### config.mk
export PLATFORM = sky130hd
export DESIGN_NAME = serial_sub_ctrl_flat
export DESIGN_NICKNAME = d
export VERILOG_FILES = /design/src/rtl/sub_pkg.sv /design/src/rtl/serial_sub_ctrl_if.sv /design/src/rtl/full_sub_cell.sv /design/src/rtl/serial_sub_ctrl.sv /design/src/flat_wrapper.sv
export SDC_FILE = /design/constraint.sdc
export NUM_CORES = 1
export LEC_CHECK = 0
export ABC_AREA = 1
export BUFFER_PORTS_ARGS = -buffer_cell sky130_fd_sc_hd__buf_4
export CORE_MARGIN = 3
export CORE_UTILIZATION = 55
export DETAILED_ROUTE_END_ITERATION = 10
export PLACE_DENSITY = 0.8
export SYNTH_ARGS = -nofsm -noshare
export SYNTH_HDL_FRONTEND = slang
export SYNTH_SLANG_ARGS = --single-unit
### constraint.sdc
create_clock -name clk -period 2.55 [get_ports clk]
set_input_delay 0.51 -clock clk [delete_from_list [all_inputs] [get_ports clk]]
set_output_delay 0.51 -clock clk [all_outputs]
set_load 0.02 [all_outputs]
### src/rtl/sub_pkg.sv
// Shared types for the bit-serial subtractor controller.
package sub_pkg;

  localparam int unsigned StateW = 2;

  typedef enum logic [StateW-1:0] {
    StIdle = 2'd0,
    StRun  = 2'd1,
    StDone = 2'd2
  } state_e;

endpackage

### src/rtl/serial_sub_ctrl_if.sv
// Request/result bundle between a requester and the serial subtractor controller.
interface serial_sub_ctrl_if #(
  parameter int unsigned WIDTH = 8
);
  logic             start;
  logic [WIDTH-1:0] a;
  logic [WIDTH-1:0] b;
  logic             borrow_in;
  logic             busy;
  logic             done;
  logic [WIDTH-1:0] diff;
  logic             borrow_out;

  modport master (
    output start, a, b, borrow_in,
    input  busy, done, diff, borrow_out
  );

  modport slave (
    input  start, a, b, borrow_in,
    output busy, done, diff, borrow_out
  );
endinterface

### src/rtl/full_sub_cell.sv
// Combinational one-bit full subtractor: D = A - B - Bin, Bout set on underflow.
module full_sub_cell (
  input  logic A,
  input  logic B,
  input  logic Bin,
  output logic D,
  output logic Bout
);
  logic a_xor_b;

  assign a_xor_b = A ^ B;
  assign D       = a_xor_b ^ Bin;
  assign Bout    = (~A & B) | (~a_xor_b & Bin);
endmodule

### src/rtl/serial_sub_ctrl.sv
// Bit-serial WIDTH-bit subtractor: sequences one full_sub_cell LSB first, one bit per clock.
module serial_sub_ctrl
  import sub_pkg::*;
#(
  parameter int unsigned WIDTH = 8
) (
  input  logic            clk,
  input  logic            rst_n,
  serial_sub_ctrl_if.slave bus
);

  localparam int unsigned CntW = $clog2(WIDTH + 1);

  state_e           state_q, state_d;
  logic [CntW-1:0]  cnt_q, cnt_d;
  logic [WIDTH-1:0] a_sr_q, a_sr_d;
  logic [WIDTH-1:0] b_sr_q, b_sr_d;
  logic [WIDTH-1:0] res_q, res_d;
  logic [WIDTH-1:0] diff_q, diff_d;
  logic             borrow_q, borrow_d;
  logic             bout_q, bout_d;

  logic             cell_d, cell_bout;
  logic             last_bit;
  logic [WIDTH-1:0] res_shift;

  full_sub_cell u_cell (
    .A    (a_sr_q[0]),
    .B    (b_sr_q[0]),
    .Bin  (borrow_q),
    .D    (cell_d),
    .Bout (cell_bout)
  );

  assign last_bit  = (cnt_q == CntW'(WIDTH - 1));
  // New bit enters at the MSB so bit 0 lands at the LSB after WIDTH shifts.
  assign res_shift = (res_q >> 1) | (WIDTH'(cell_d) << (WIDTH - 1));

  always_comb begin
    state_d  = state_q;
    cnt_d    = cnt_q;
    a_sr_d   = a_sr_q;
    b_sr_d   = b_sr_q;
    res_d    = res_q;
    diff_d   = diff_q;
    borrow_d = borrow_q;
    bout_d   = bout_q;
    case (state_q)
      StIdle: begin
        if (bus.start) begin
          state_d  = StRun;
          a_sr_d   = bus.a;
          b_sr_d   = bus.b;
          borrow_d = bus.borrow_in;
          cnt_d    = '0;
          res_d    = '0;
        end
      end
      StRun: begin
        res_d    = res_shift;
        borrow_d = cell_bout;
        a_sr_d   = a_sr_q >> 1;
        b_sr_d   = b_sr_q >> 1;
        cnt_d    = cnt_q + CntW'(1);
        if (last_bit) begin
          state_d = StDone;
          diff_d  = res_shift;
          bout_d  = cell_bout;
        end
      end
      StDone:  state_d = StIdle;
      default: state_d = StIdle;
    endcase
  end

  always_ff @(posedge clk) begin
    if (!rst_n) begin
      state_q  <= StIdle;
      cnt_q    <= '0;
      a_sr_q   <= '0;
      b_sr_q   <= '0;
      res_q    <= '0;
      diff_q   <= '0;
      borrow_q <= 1'b0;
      bout_q   <= 1'b0;
    end else begin
      state_q  <= state_d;
      cnt_q    <= cnt_d;
      a_sr_q   <= a_sr_d;
      b_sr_q   <= b_sr_d;
      res_q    <= res_d;
      diff_q   <= diff_d;
      borrow_q <= borrow_d;
      bout_q   <= bout_d;
    end
  end

  assign bus.busy       = (state_q != StIdle);
  assign bus.done       = (state_q == StDone);
  assign bus.diff       = diff_q;
  assign bus.borrow_out = bout_q;

endmodule
### src/flat_wrapper.sv
// flat-port wrapper written by rule: the top's interface ports become plain ports
module serial_sub_ctrl_flat import sub_pkg::*;
#(
  parameter int unsigned WIDTH = 8
)
  (clk, rst_n, bus_start, bus_a, bus_b, bus_borrow_in, bus_busy, bus_done, bus_diff, bus_borrow_out);
  serial_sub_ctrl_if #(.WIDTH(WIDTH)) bus_i ();
  input  logic clk;
  input  logic rst_n;
  input wire logic [$bits(bus_i.start)-1:0] bus_start;
  input wire logic [$bits(bus_i.a)-1:0] bus_a;
  input wire logic [$bits(bus_i.b)-1:0] bus_b;
  input wire logic [$bits(bus_i.borrow_in)-1:0] bus_borrow_in;
  output wire logic [$bits(bus_i.busy)-1:0] bus_busy;
  output wire logic [$bits(bus_i.done)-1:0] bus_done;
  output wire logic [$bits(bus_i.diff)-1:0] bus_diff;
  output wire logic [$bits(bus_i.borrow_out)-1:0] bus_borrow_out;
  assign bus_i.start = bus_start;
  assign bus_i.a = bus_a;
  assign bus_i.b = bus_b;
  assign bus_i.borrow_in = bus_borrow_in;
  assign bus_busy = bus_i.busy;
  assign bus_done = bus_i.done;
  assign bus_diff = bus_i.diff;
  assign bus_borrow_out = bus_i.borrow_out;
  serial_sub_ctrl #(.WIDTH(WIDTH)) u_core (.clk(clk), .rst_n(rst_n), .bus(bus_i));
endmodule
==> Word level (Yosys, flattened, before mapping) <==
Index checks and enable logic that the tools add are counted.
W data, S select, Z words.
{ "totals": {"inputBits": 20, "output_inout_bits": 11, "ff_bits": 40, "wordCells": 41} }
{ "op_classes": {"n_addsub": 1, "n_eq_ne": 5, "n_reduce_logical": 6, "n_mux": 13, "bitwise": 8} }
{ "ops": {"columns": ["op", "count"], "rows": [
  ["$pmux W8 S2", 3],
  ["$mux W8", 3],
  ["$or A7 B8 Y8", 1],
  ["$pmux W4 S2", 1],
  ["$reduce_and A2 Y1", 3],
  ["$add A4 B1 Y4 const B", 1],
  ["$eq A4 B3 Y1 const B", 1],
  ["$mux W2", 2],
  ["$mux W4", 1],
  ["$pmux W2 S2", 1],
  ["$reduce_bool A2 Y1", 2],
  ["$and A1 B1 Y1", 2],
  ["$eq A2 B1 Y1 const B", 1],
  ["$eq A2 B2 Y1 const B", 1],
  ["$logic_not A2 Y1", 1],
  ["$ne A2 B1 Y1 const B", 1],
  ["$ne A2 B2 Y1 const B", 1],
  ["$not A1 Y1", 2],
  ["$pmux W1 S2", 1],
  ["$xor A1 B1 Y1", 2],
  ["$mux W1", 1],
  ["$or A1 B1 Y1", 1]
]} }

==> Depth between registers and ports, before layout <==
{ "logic_depth": {"word_depth": 5, "depth_mapped": 7, "depth_no_buf": 7} }

==> Modules after synthesis <==
From an unflattened synthesis, not the netlist that was laid out.
{ "hier_totals": {"cells_unflattened": 256, "hier_area_um2": 1844.3} }
{ "by_module_without_submodules": {"columns": ["mod", "area_each_um2", "instances", "seq_area_each_um2", "cells_per_inst"], "rows": [
  ["serial_sub_ctrl", 1813.0, 1, 780.7, 252],
  ["full_sub_cell", 31.3, 1, 0.0, 4]
]} }

==> Least setup slack after synthesis <==
Ideal clock, no wire load.
{ "synth_timing": {"kind": "register to output", "from": "register u_core.state_q[0]", "to": "output bus_busy", "t_required_ps": 2040, "path_stages_with_launch": 4, "path_slack_ps": 1150, "n_path_buf": 1, "arrival_time_ps": 890, "path_cell_list": "dfxtp_1 -> buf_2 -> nor2_2 -> inv_1"} }
{ "synth_between": {"elab_chain_cells": 1} }
{ "synth_rtl": {"columns": ["item", "line", "rtl"], "rows": [
  ["start: declaration", "serial_sub_ctrl.sv:14", "state_e state_q, state_d;"],
  ["start signal: assignment", "serial_sub_ctrl.sv:78", "state_q <= StIdle;"],
  ["start signal: assignment", "serial_sub_ctrl.sv:87", "state_q <= state_d;"],
  ["$reduce_bool A2 Y1", "serial_sub_ctrl.sv:98", "assign bus.busy = (state_q != StIdle);"],
  ["end: declaration", "flat_wrapper.sv:14", "output wire logic [$bits(bus_i.busy)-1:0] bus_busy;"]
]} }
Every way passes these cells.

==> Worst setup path in the final report <==
Ends and elaborated chain as after synthesis.

==> out/metrics.yaml <==
status: "complete, no violations"
hp-start: "bus_b[7]"
cts_sinks: 39
design_power_total_mw: 1.31
syn_inst: 258
finalWorstSetupSlack_ns: 0.594
num_rows: 19
die_w_um: 62.0
clk_path_buf_depth: 2
initial_core_util_pct: 59.9
core_um2: 2880
met1_usage_pct: 27.8
post-route-period-util_pct: 76.7
grt_pass1_vias: 1416
pre_cts_slack_ns: 0.834
synth_seq_cells: 39
placed_cells: 322
rrSetupSlack_ns: 0.80
vias: 1603
fin_cells: 330
hold_viol_final: 0
cts_root_buf: "clkbuf_4"
hold_depth: 3
fmax_mhz: 511
busiest_layer: "met2"
grt-ovfl-total: 0
end_kind: "output pin"
cts_hold_buf: 0
r2r-end: "u_core.bus.diff[0]"
whs_ns: 0.407
fin_crit_ns: 1.96
cts_tree: "yes"
cap_violations: 0
final_util_pct: 72.1
worstMarginPinSlew_ns: 0.422
critPathRequiredTime_ns: 2.04
criticalPathCategory: "reg -> out"
wl_per_cell_um: 10.8
post_cts_resize_count: 0
leakage_nw: 0.997
grt_start_max_net_pins: 34
crit_fanout: 13
grt_usage_pct: 21.4
syn2layout_area_growth_pct: 20.4
reg2reg_from: "u_core.state_q[0]"
grt_pass1_wl_um: 6020
placed_area_um2: 1970
crit_buf_inv: 2
grtUsageMet2_pct: 32.7
port_buffers: 30
die_h_um: 62.0
ys_warn_count: 0
cp.arrival_ns: 1.45
finalSetupTns_ns: 0
clkTransAtPathRegs_ns: 0.13
antenna-diode-count: 0
firstDrtPassIters: 4
startpoint_type: "register"
routed_wirelength_um: 3550
worst-r2r-cell-count: 7
critical_path.slowest_cell: "dfxtp_1"
drt_iter0_markers: 94
dieArea_um2: 3840
nets: 309
hold_end: "u_core.b_sr_q[7]"
ys_seq_area_share_pct: 45.3
fin_worst_skew_ns: 0.0122
power_density_nw_per_um2: 631
drc: 0
clk_latency_ns: 0.36
critical_path_depth: 3
gp_congestion: 0.761
multi_input_area_um2: 748
ios: 31
nFillCells: 254
post_cts_buffers: 0
area.sequential_um2: 781
syn_nets: 280
yosysUniqueCellTypes: 14
relSlewSlack_pct: 71.7
syn_avg_cell_area_um2: 6.68
path_delay_family: "flip-flops"
syn-cell-area_um2: 1720
met3_usage_pct: 6.82
viasPerCell: 4.86
layout-drive-gt1-share_pct: 15.6
dpl.hpwl_um: 2400
hold_path.class: "in -> reg"
ir_drop_v: 0.000452
crit_path_max_incr_delay_ns: 0.46
cts-buffers-inserted: 5
cts-htree-levels: 2
path_cells: "nor2_2, inv_1, buf_4"
final_antenna_net_count: 0
fin_area_um2: 2070
rsz0062_at_grt: "false"
antenna_found_initial: 0
slew_violations: 0
setup_violations: 0
-- registers in the layout, indices dropped and copies added (netlist names) --
register	cells
u_core.a_sr_q	8
u_core.b_sr_q	8
u_core.bus.diff	8
u_core.res_q	7
u_core.cnt_q	4
u_core.state_q	2
u_core.borrow_q	1
u_core.bus.borrow_out	1
-- how the worst max path moves through the flow --
stage | from | to | slack, ns
2_1_floorplan | u_core.state_q[0] | bus_busy | 1.15
3_3_place_gp | u_core.state_q[0] | u_core.bus.diff[0] | 0.90
3_5_place_dp | u_core.state_q[0] | u_core.a_sr_q[5] | 0.83
4_1_cts | u_core.state_q[0] | bus_busy | 0.56
5_1_grt | u_core.state_q[0] | bus_busy | 0.45
6_report | u_core.state_q[0] | bus_busy | 0.59
-- layout by cell type, fill, tap and decap left out, types with 2 or more instances in the layout --
| cell | instances |
|---|---|
| nand2_1 | 66 |
| nor2_1 | 40 |
| dfxtp_1 | 39 |
| inv_1 | 38 |
| buf_4 | 32 |
| nand3_1 | 28 |
| o21ai_0 | 16 |
| a21oi_1 | 12 |
| clkbuf_4 | 5 |
| nor2_2 | 4 |
| bufinv_16 | 2 |
-- power breakdown --
part           internal, mW  switching, mW
combinational        0.0559         0.0827
sequential            0.634         0.0171
clock                 0.305          0.215
total                 0.995          0.314
-- worst reg2reg max path: cells and delay by family (launching register included) --
kind	cells	cell delay [ns]
buf+inv	3	0.51
flops	1	0.60
simple gates	4	0.58
-- layer usage --
metal | vias to the layer above | part of all wire [%]
met5 | - | 0
met3 | 6 | 5.3
li1 | 851 | -
met2 | 34 | 45
met1 | 712 | 48
met4 | 0 | 1.5
-- logic make-up (layout without fill, tap and decap cells) --
group	after synthesis	count (layout)	share of synthesized area, %
adder cells (fa/ha/maj)	2	2	1.89
AND/OR/NAND/NOR	139	139	33.1
flip-flops	39	39	45.3
buffers and inverters	49	79	11.3
AO/OA/AOI/OAI	29	29	8.42
-- cell usage after synthesis --
cell type / instances / share of area, %
fa_1: 1 / 1.2
nand3_1: 28 / 8.1
clkbuf_1: 3 / 0.65
dfxtp_1: 39 / 45
nor2_2: 4 / 1.5
a21oi_1: 12 / 3.5
o21ai_0: 17 / 4.9
inv_1: 38 / 8.3
nor2_1: 40 / 8.7
clkinv_2: 1 / 0.29
nand3b_1: 1 / 0.44
nand2_1: 66 / 14
ha_1: 1 / 0.73
buf_2: 7 / 2.0
-- cell type report --
type	count	area share (%)
clock inverter	3	3.26
sequential	39	37.6
inverter	39	7.12
multi-input combinational	170	36.1
tap	42	2.53
clock buffer	5	1.81
timing repair buffer	32	11.6
(Power assumes the default switching activity.)
